`src/rtl/serial_demux8_pkg.sv`:
```
// Shared types and widths for the bit-serial to byte collector.
package serial_demux8_pkg;

  localparam int BYTE_W = 8;
  localparam int IDX_W  = 3;

  typedef enum logic {
    IDLE  = 1'b0,
    SHIFT = 1'b1
  } demux_state_t;

endpackage

```
`src/rtl/decoder3to8.sv`:
```
// One-hot decoder with enable; turns a bit position into a shadow write strobe.
module decoder3to8
  import serial_demux8_pkg::*;
(
  input  logic              en,
  input  logic [IDX_W-1:0]  sel,
  output logic [BYTE_W-1:0] onehot
);

  always_comb begin
    // NOTE: default assignment first so no path through the block leaves onehot unassigned (no latch).
    onehot = '0;
    if (en) onehot[sel] = 1'b1;
  end

endmodule

```
`src/rtl/serial_demux8.sv`:
```
// Collects eight bit-serial beats into a byte and presents it with a one-cycle valid pulse.
module serial_demux8
  import serial_demux8_pkg::*;
#(
  parameter bit LSB_FIRST      = 1'b1,
  parameter bit CLEAR_ON_START = 1'b1
) (
  input  logic              clk,
  input  logic              rst,
  input  logic              start,
  input  logic              bit_in,
  input  logic              bit_valid,
  output logic [BYTE_W-1:0] data_out,
  output logic              data_valid,
  output logic              busy,
  output logic [IDX_W-1:0]  bit_idx,
  output logic              frame_err
);

  localparam logic [IDX_W-1:0] LAST_IDX = IDX_W'(BYTE_W - 1);

  demux_state_t      state;
  logic [BYTE_W-1:0] shadow;
  logic [BYTE_W-1:0] shadow_next;
  logic [BYTE_W-1:0] we;
  logic [IDX_W-1:0]  pos;
  logic              accept;

  // start outranks bit_valid, so a beat coinciding with start is never written.
  assign accept = (state == SHIFT) && !start && bit_valid;
  assign pos    = LSB_FIRST ? bit_idx : (LAST_IDX - bit_idx);

  decoder3to8 u_dec (
    .en     (accept),
    .sel    (pos),
    .onehot (we)
  );

  assign shadow_next = (shadow & ~we) | (we & {BYTE_W{bit_in}});
  assign busy        = (state == SHIFT);

  // NOTE: sequential state uses non-blocking assignments only; the shadow is a plain register, so it takes the reset too.
  always_ff @(posedge clk or posedge rst) begin
    if (rst) begin
      state      <= IDLE;
      shadow     <= '0;
      data_out   <= '0;
      bit_idx    <= '0;
      data_valid <= 1'b0;
      frame_err  <= 1'b0;
    end else begin
      data_valid <= 1'b0;
      frame_err  <= 1'b0;
      case (state)
        IDLE: begin
          if (start) begin
            state   <= SHIFT;
            bit_idx <= '0;
            if (CLEAR_ON_START) shadow <= '0;
          end
        end
        SHIFT: begin
          if (start) begin
            if (bit_idx != '0) frame_err <= 1'b1;
            bit_idx <= '0;
            if (CLEAR_ON_START) shadow <= '0;
          end else if (bit_valid) begin
            shadow <= shadow_next;
            if (bit_idx == LAST_IDX) begin
              data_out   <= shadow_next;
              data_valid <= 1'b1;
              bit_idx    <= '0;
              state      <= IDLE;
            end else begin
              bit_idx <= bit_idx + IDX_W'(1);
            end
          end
        end
        default: state <= IDLE;
      endcase
    end
  end

endmodule

```
`config.mk`:
```
export PLATFORM = sky130hd
export DESIGN_NAME = serial_demux8
export DESIGN_NICKNAME = d
export VERILOG_FILES = /design/src/rtl/serial_demux8_pkg.sv /design/src/rtl/decoder3to8.sv /design/src/rtl/serial_demux8.sv
export SDC_FILE = /design/constraint.sdc
export NUM_CORES = 1
export LEC_CHECK = 0
export CORE_MARGIN = 2
export CORE_UTILIZATION = 52
export DETAILED_ROUTE_END_ITERATION = 8
export HOLD_SLACK_MARGIN = 0.02
export PLACE_DENSITY_LB_ADDON = 0.1
export SLEW_MARGIN = 25
export SYNTH_ARGS = -nofsm -noshare
export SYNTH_HDL_FRONTEND = slang
export SYNTH_SLANG_ARGS = --single-unit
```
`constraint.sdc`:
```
create_clock -name clk -period 2.26 [get_ports clk]
set_clock_uncertainty 0.1 [all_clocks]
set_input_delay 0.452 -clock clk [delete_from_list [all_inputs] [get_ports clk]]
set_output_delay 0.452 -clock clk [all_outputs]
set_load 0.005 [all_outputs]
```
* Word-level counts from Yosys, hierarchy flattened
Cells that the tools add are included.
Storage, ports and cells: memory bits (read-only) 0, output and inout port bits 14, flip-flop bits (word level) 22, memory bits (writable) 0, input bits 5, memories 0, logic and storage cells 49, bits in latches 0
Operators by class: reductions and logical operators 7, mux-type cells 24, bitwise gates (word level) 6, add/subtract/negate cells 1, $mul 0, equal/unequal tests 3, shift operators 0, $lt $le $gt $ge 2, div/mod/pow operators 0
Operator list (count):
- $mux 8 | 4
- $and 8x8->8 | 2
- $pmux 8 s2 | 1
- $mux 1 | 12
- $mux 3 | 4
- $not 8->8 | 1
- $or 8x8->8 | 1
- $pmux 3 s2 | 1
- $lt 3x4->1 const B | 1
- $reduce_and 4->1 | 1
- $add 3x1->3 const B | 1
- $demux 1 s3 | 1
- $eq 3x3->1 const B | 1
- $ge 3x1->1 const B | 1
- $logic_and 1x1->1 | 3
- $ne 3x3->1 const B | 1
- $reduce_bool 3->1 | 1
- $ne 2x2->1 const B | 1
- $not 1->1 | 2
- $pmux 1 s2 | 1
- $reduce_and 2->1 | 1
- $logic_not 1->1 | 1

* Longest topological paths before layout
depth in word-level cells 11, mapped depth 6, mapped depth without buffers 5

* Modules after synthesis
A second synthesis with hierarchy kept.
Second synthesis, totals: cells, all modules 101, area total of the unflattened synthesis 1233.7 um2
Modules (own cells, without submodules):
- serial_demux8 | sequential area each 550.5 um2, cells each 93, times used 1, area each 1138.6 um2
- decoder3to8 | sequential area each 0.0 um2, cells each 8, times used 1, area each 95.1 um2

* Worst setup path after synthesis
OpenSTA, ideal clock, no wires.
kind reg-to-reg, from register bit_idx[1], to register data_out[5], buffers on the path 0, period minus slack after synthesis 1610 ps, library setup time 121 ps, cell stages (with the launch flop) 6, arrival 1388 ps, path slack 650 ps, required time 2039 ps, path through dfrtp_1 -> ha_1 -> ha_1 -> nand4b_2 -> a31o_1 -> o22a_1
Between the ends: word-level cells in the longest chain between the ends 8, elaborated cells between the ends (all ways) 12, classes of those cells order compare (2); eq/ne (1); mux (3); bitwise (4); reduce/logical (2)
RTL lines:
- start: declaration | line serial_demux8.sv:16 | output logic [IDX_W-1:0] bit_idx,
- start signal: assignment | line serial_demux8.sv:75 | bit_idx <= bit_idx + IDX_W'(1);
- $lt 3x4->1 (implied by the code) or $ge 3x1->1 (tied branches) | line decoder3to8.sv:13 | if (en) onehot[sel] = 1'b1;
- $logic_and 1x1->1 (implied by the code) | line decoder3to8.sv:13
- $mux 1 (implied by the code) | line decoder3to8.sv:13
- $demux 1 s3
- $mux 8 | line decoder3to8.sv:13
- $not 8->8 | line serial_demux8.sv:39 | assign shadow_next = (shadow & ~we) | (we & {BYTE_W{bit_in}});
- $and 8x8->8 | line serial_demux8.sv:39
- $or 8x8->8 | line serial_demux8.sv:39
- end signal: assignment | line serial_demux8.sv:70 | data_out <= shadow_next;
- end: declaration | line serial_demux8.sv:13 | output logic [BYTE_W-1:0] data_out,
Parallel ways exist; a longest one is shown, timed or not. A chain may end at the register's enable or synchronous reset.

* Worst setup path in the final report
from register state (netlist: busy), to output port busy
RTL lines:
- start: declaration | line serial_demux8.sv:22 | demux_state_t state;
- start signal: assignment | line serial_demux8.sv:45 | state <= IDLE;
- start signal: assignment | line serial_demux8.sv:57 | state <= SHIFT;
- start signal: assignment | line serial_demux8.sv:73 | state <= IDLE;
- end: declaration | line serial_demux8.sv:15 | output logic busy,
No word-level cell between the ends.

==> impl_results.md <==
* Status: finished, final reports clean
* First-pass DRT Iterations at 5
* Maximum Capacitance Violations at 0
* # IOs at 19
* CTS H-tree depth at 1
* Crit-path leading delay family: buffers and inverters
* Clk pin slew, worst setup/hold paths at 0.12 ns
* CP endpoint kind: output port
* Mapped Cells at 112
* Crit Path Class: reg2out
* Reg2reg setup slack at 0.68 ns
* CP cell instances: clkdlybuf4s50_1
* Leakage power at 0.658 nW
* Synth Area per Inst at 10.5 sq um
* RSZ-0062 raised after global routing: no
* Switching power at 0.176 mW
* Post-CTS setup buffers at 0
* Post-CTS sizing at 0
* Fillers at 194
* Xor/xnor cell area share of the yosys netlist at 0%
* Worst path slowest cell: clkdlybuf4s50_1
* Post-DRT Antenna Nets at 0
* Syn Nets at 120
* Post-Syn Area at 1170 sq um
* Wire length on met2 at 1090 um
* Initial antenna violation count at 0
* CTS buffer count at 3
* Switching share of power at 25.8%
* Final Hold Viols at 0
* Setup TNS at 0 ns
* Buf/Inv on CP at 1
* Met3 wire length at 71 um
* Post-synthesis simple-gate area fraction at 21.1%
* # setup viols final at 0
* DIE WIDTH at 51.5 um
* Routed WL at 2250 um
* Core ar. at 2170 sq um
* Worst-Skew Late Latency at 0.31 ns
* Clock sinks at 22
* M1 WL at 1060 um
* Logic pwr share at 14.0%
* Die height at 51.5 um
* Tmin final at 1.87 ns
* Yosys warns at 0
* Full die area at 2650 sq um
* Initial Utilization at 54.1%
* Worst EP required at 1.71 ns
* Most common cell after layout, fill and taps aside: dfrtp_1
* First-pass GRT wire length at 3900 um
* Synth cell types at 27
* Deepest clock path buffer count at 2
* Clk network pwr share at 26.4%
* Hold buffer count at CTS at 0
* Gpl congestion at 0.883
* 1st-iter DRT viols at 15
* Gr ovfl total at 0
* Fin. max-slew vios at 0
* Post-synthesis mux area share at 11.9%
* Worst vdd ir at 333 uV
* Final instance area at 1390 sq um
* Num rows at 17
* Area Growth Syn to Fin at 18.3%
* WP data arrival at 1.32 ns
* Maximum number of pins on one net before global-route repair at 23
* Most frequent cells in the layout: 22 x dfrtp_1, 18 x clkdlybuf4s50_1, 14 x nand2_1, 14 x mux2i_1
* Port bufs at 18
* Vias at 870
* DP Area at 1370 sq um
* Adder-Cell Fraction of Synth Area at 3.20%
* Sequential share of power at 59.6%
* Fin crit share at 82.9%
* Ant. Diodes at 0
* DRC at 0
* Layout cells sized above 1 at 11.5%
* Final HPWL DP at 1590 um
* Startpoint Class: flip-flop
* Tot GR Track Use at 20.1%
* Relative slew slack at 74.1%
* Hold crit path type: in2async
* PwrDens at 490 nW/um^2
* Min Hold Slack at 0.361 ns
* Main combinational cell family by area after synthesis: simple AND/OR/NAND/NOR gates
* P_int at 0.505 mW
* Critical path fanouts, max at 7
* Vias/cell at 5.47
* Post-synthesis compound-gate area fraction at 9.49%
* Seq/Total Area, Yosys at 46.9%
* Post-layout nets at 141
* Root Buffer Master: clkbuf_4
* Top layer in use: met4
* Peak Freq at 0.534 GHz
* DR WL/cell at 14.2 um
* Worst-Margin Slew at 0.387 ns
* Vias in the first global route at 851
* FF+latch count, synth at 22
* Slowest stage delay, CP at 0.54 ns
* CTS tree: yes
## synth_stat cells (all sizes together)
cell type / instances / area share [%]
nand2b: 7 / 3.7
and2: 1 / 0.53
a21boi: 1 / 0.64
nand3b: 2 / 1.3
nand4: 4 / 2.1
o41ai: 2 / 1.5
buf: 8 / 5.8
o22a: 1 / 0.75
nand4b: 1 / 1.3
dfrtp: 22 / 47
a21oi: 5 / 2.1
nand3: 5 / 2.1
inv: 5 / 1.6
nor2: 2 / 0.64
nor3: 1 / 0.43
a31o: 1 / 0.75
a21o: 1 / 0.75
nand2: 14 / 4.5
nor2b: 1 / 0.53
and3b: 1 / 0.75
o21ai: 7 / 3.0
ha: 3 / 3.2
mux2i: 14 / 12
nor3b: 3 / 3.2
## registers in the layout (all words and copies together) (netlist names)
| name | cells |
|---|---|
| bit_idx | 3 |
| frame_err | 1 |
| data_out | 8 |
| shadow | 8 |
| data_valid | 1 |
| busy | 1 |
## per-layer routing
metal	vias up	global-route usage, %
li1	427	-
met1	420	28.1
met2	18	31.6
met3	5	2.87
met4	0	7.89
met5	-	0
## worst min-delay path: stages
cell and delay, ns:
clkdlybuf4s50_1 0.40, inv_1 0.05, buf_4 0.27
## power groups by stage
stage / logic, mW / clock network (mW) / registers (mW)
2_1_floorplan: 0.0626 / 0 / 0.415
3_3_place_gp: 0.0952 / 0 / 0.413
3_5_place_dp: 0.0956 / 0 / 0.413
4_1_cts: 0.0960 / 0.181 / 0.406
5_1_grt: 0.106 / 0.198 / 0.406
6_report: 0.0953 / 0.180 / 0.406
## worst paths after layout
kind / start / to / cells after the start
hold / removal: rst / data_out[0] / 3
setup reg to reg: bit_idx[2] / data_out[5] / 5
setup / recovery: busy / busy / 1
min in group clk: data_out[1] / data_out[1] / 2
hold reg to reg: data_out[1] / data_out[1] / 2
max in group asynchronous: rst / busy / 3
## through the flow
| stage | util (%) | total power, mW | setup WS, ns | instances |
|---|---|---|---|---|
| after global placement | 63.0 | 0.508 | 0.475 | 156 |
| after floorplan | - | 0.478 | 0.650 | 112 |
| final | 64.0 | 0.681 | 0.387 | 159 |
| after CTS | 64.0 | 0.683 | 0.386 | 159 |
| after global routing | 64.0 | 0.711 | 0.319 | 159 |
| after detailed placement | 63.0 | 0.509 | 0.406 | 156 |
## logic make-up (layout without fill, tap and decap cells)
family / Yosys count / in the layout
AOI/OAI and AO/OA: 18 / 18
buffers and inverters: 13 / 32
and+or+nand+nor: 42 / 42
adders and majority gates: 3 / 3
muxes: 14 / 14
DFF: 22 / 22
## layout make-up
class                      count  area (sq um)  area share [%]
clock buffer                   3          22.5            1.62
tap                           28          35.0            2.52
inverter                       5          18.8            1.35
sequential                    22           551            39.6
timing repair buffer          24           225            16.2
multi-input combinational     77           537            38.6
Power figures use the tool's default switching activity.
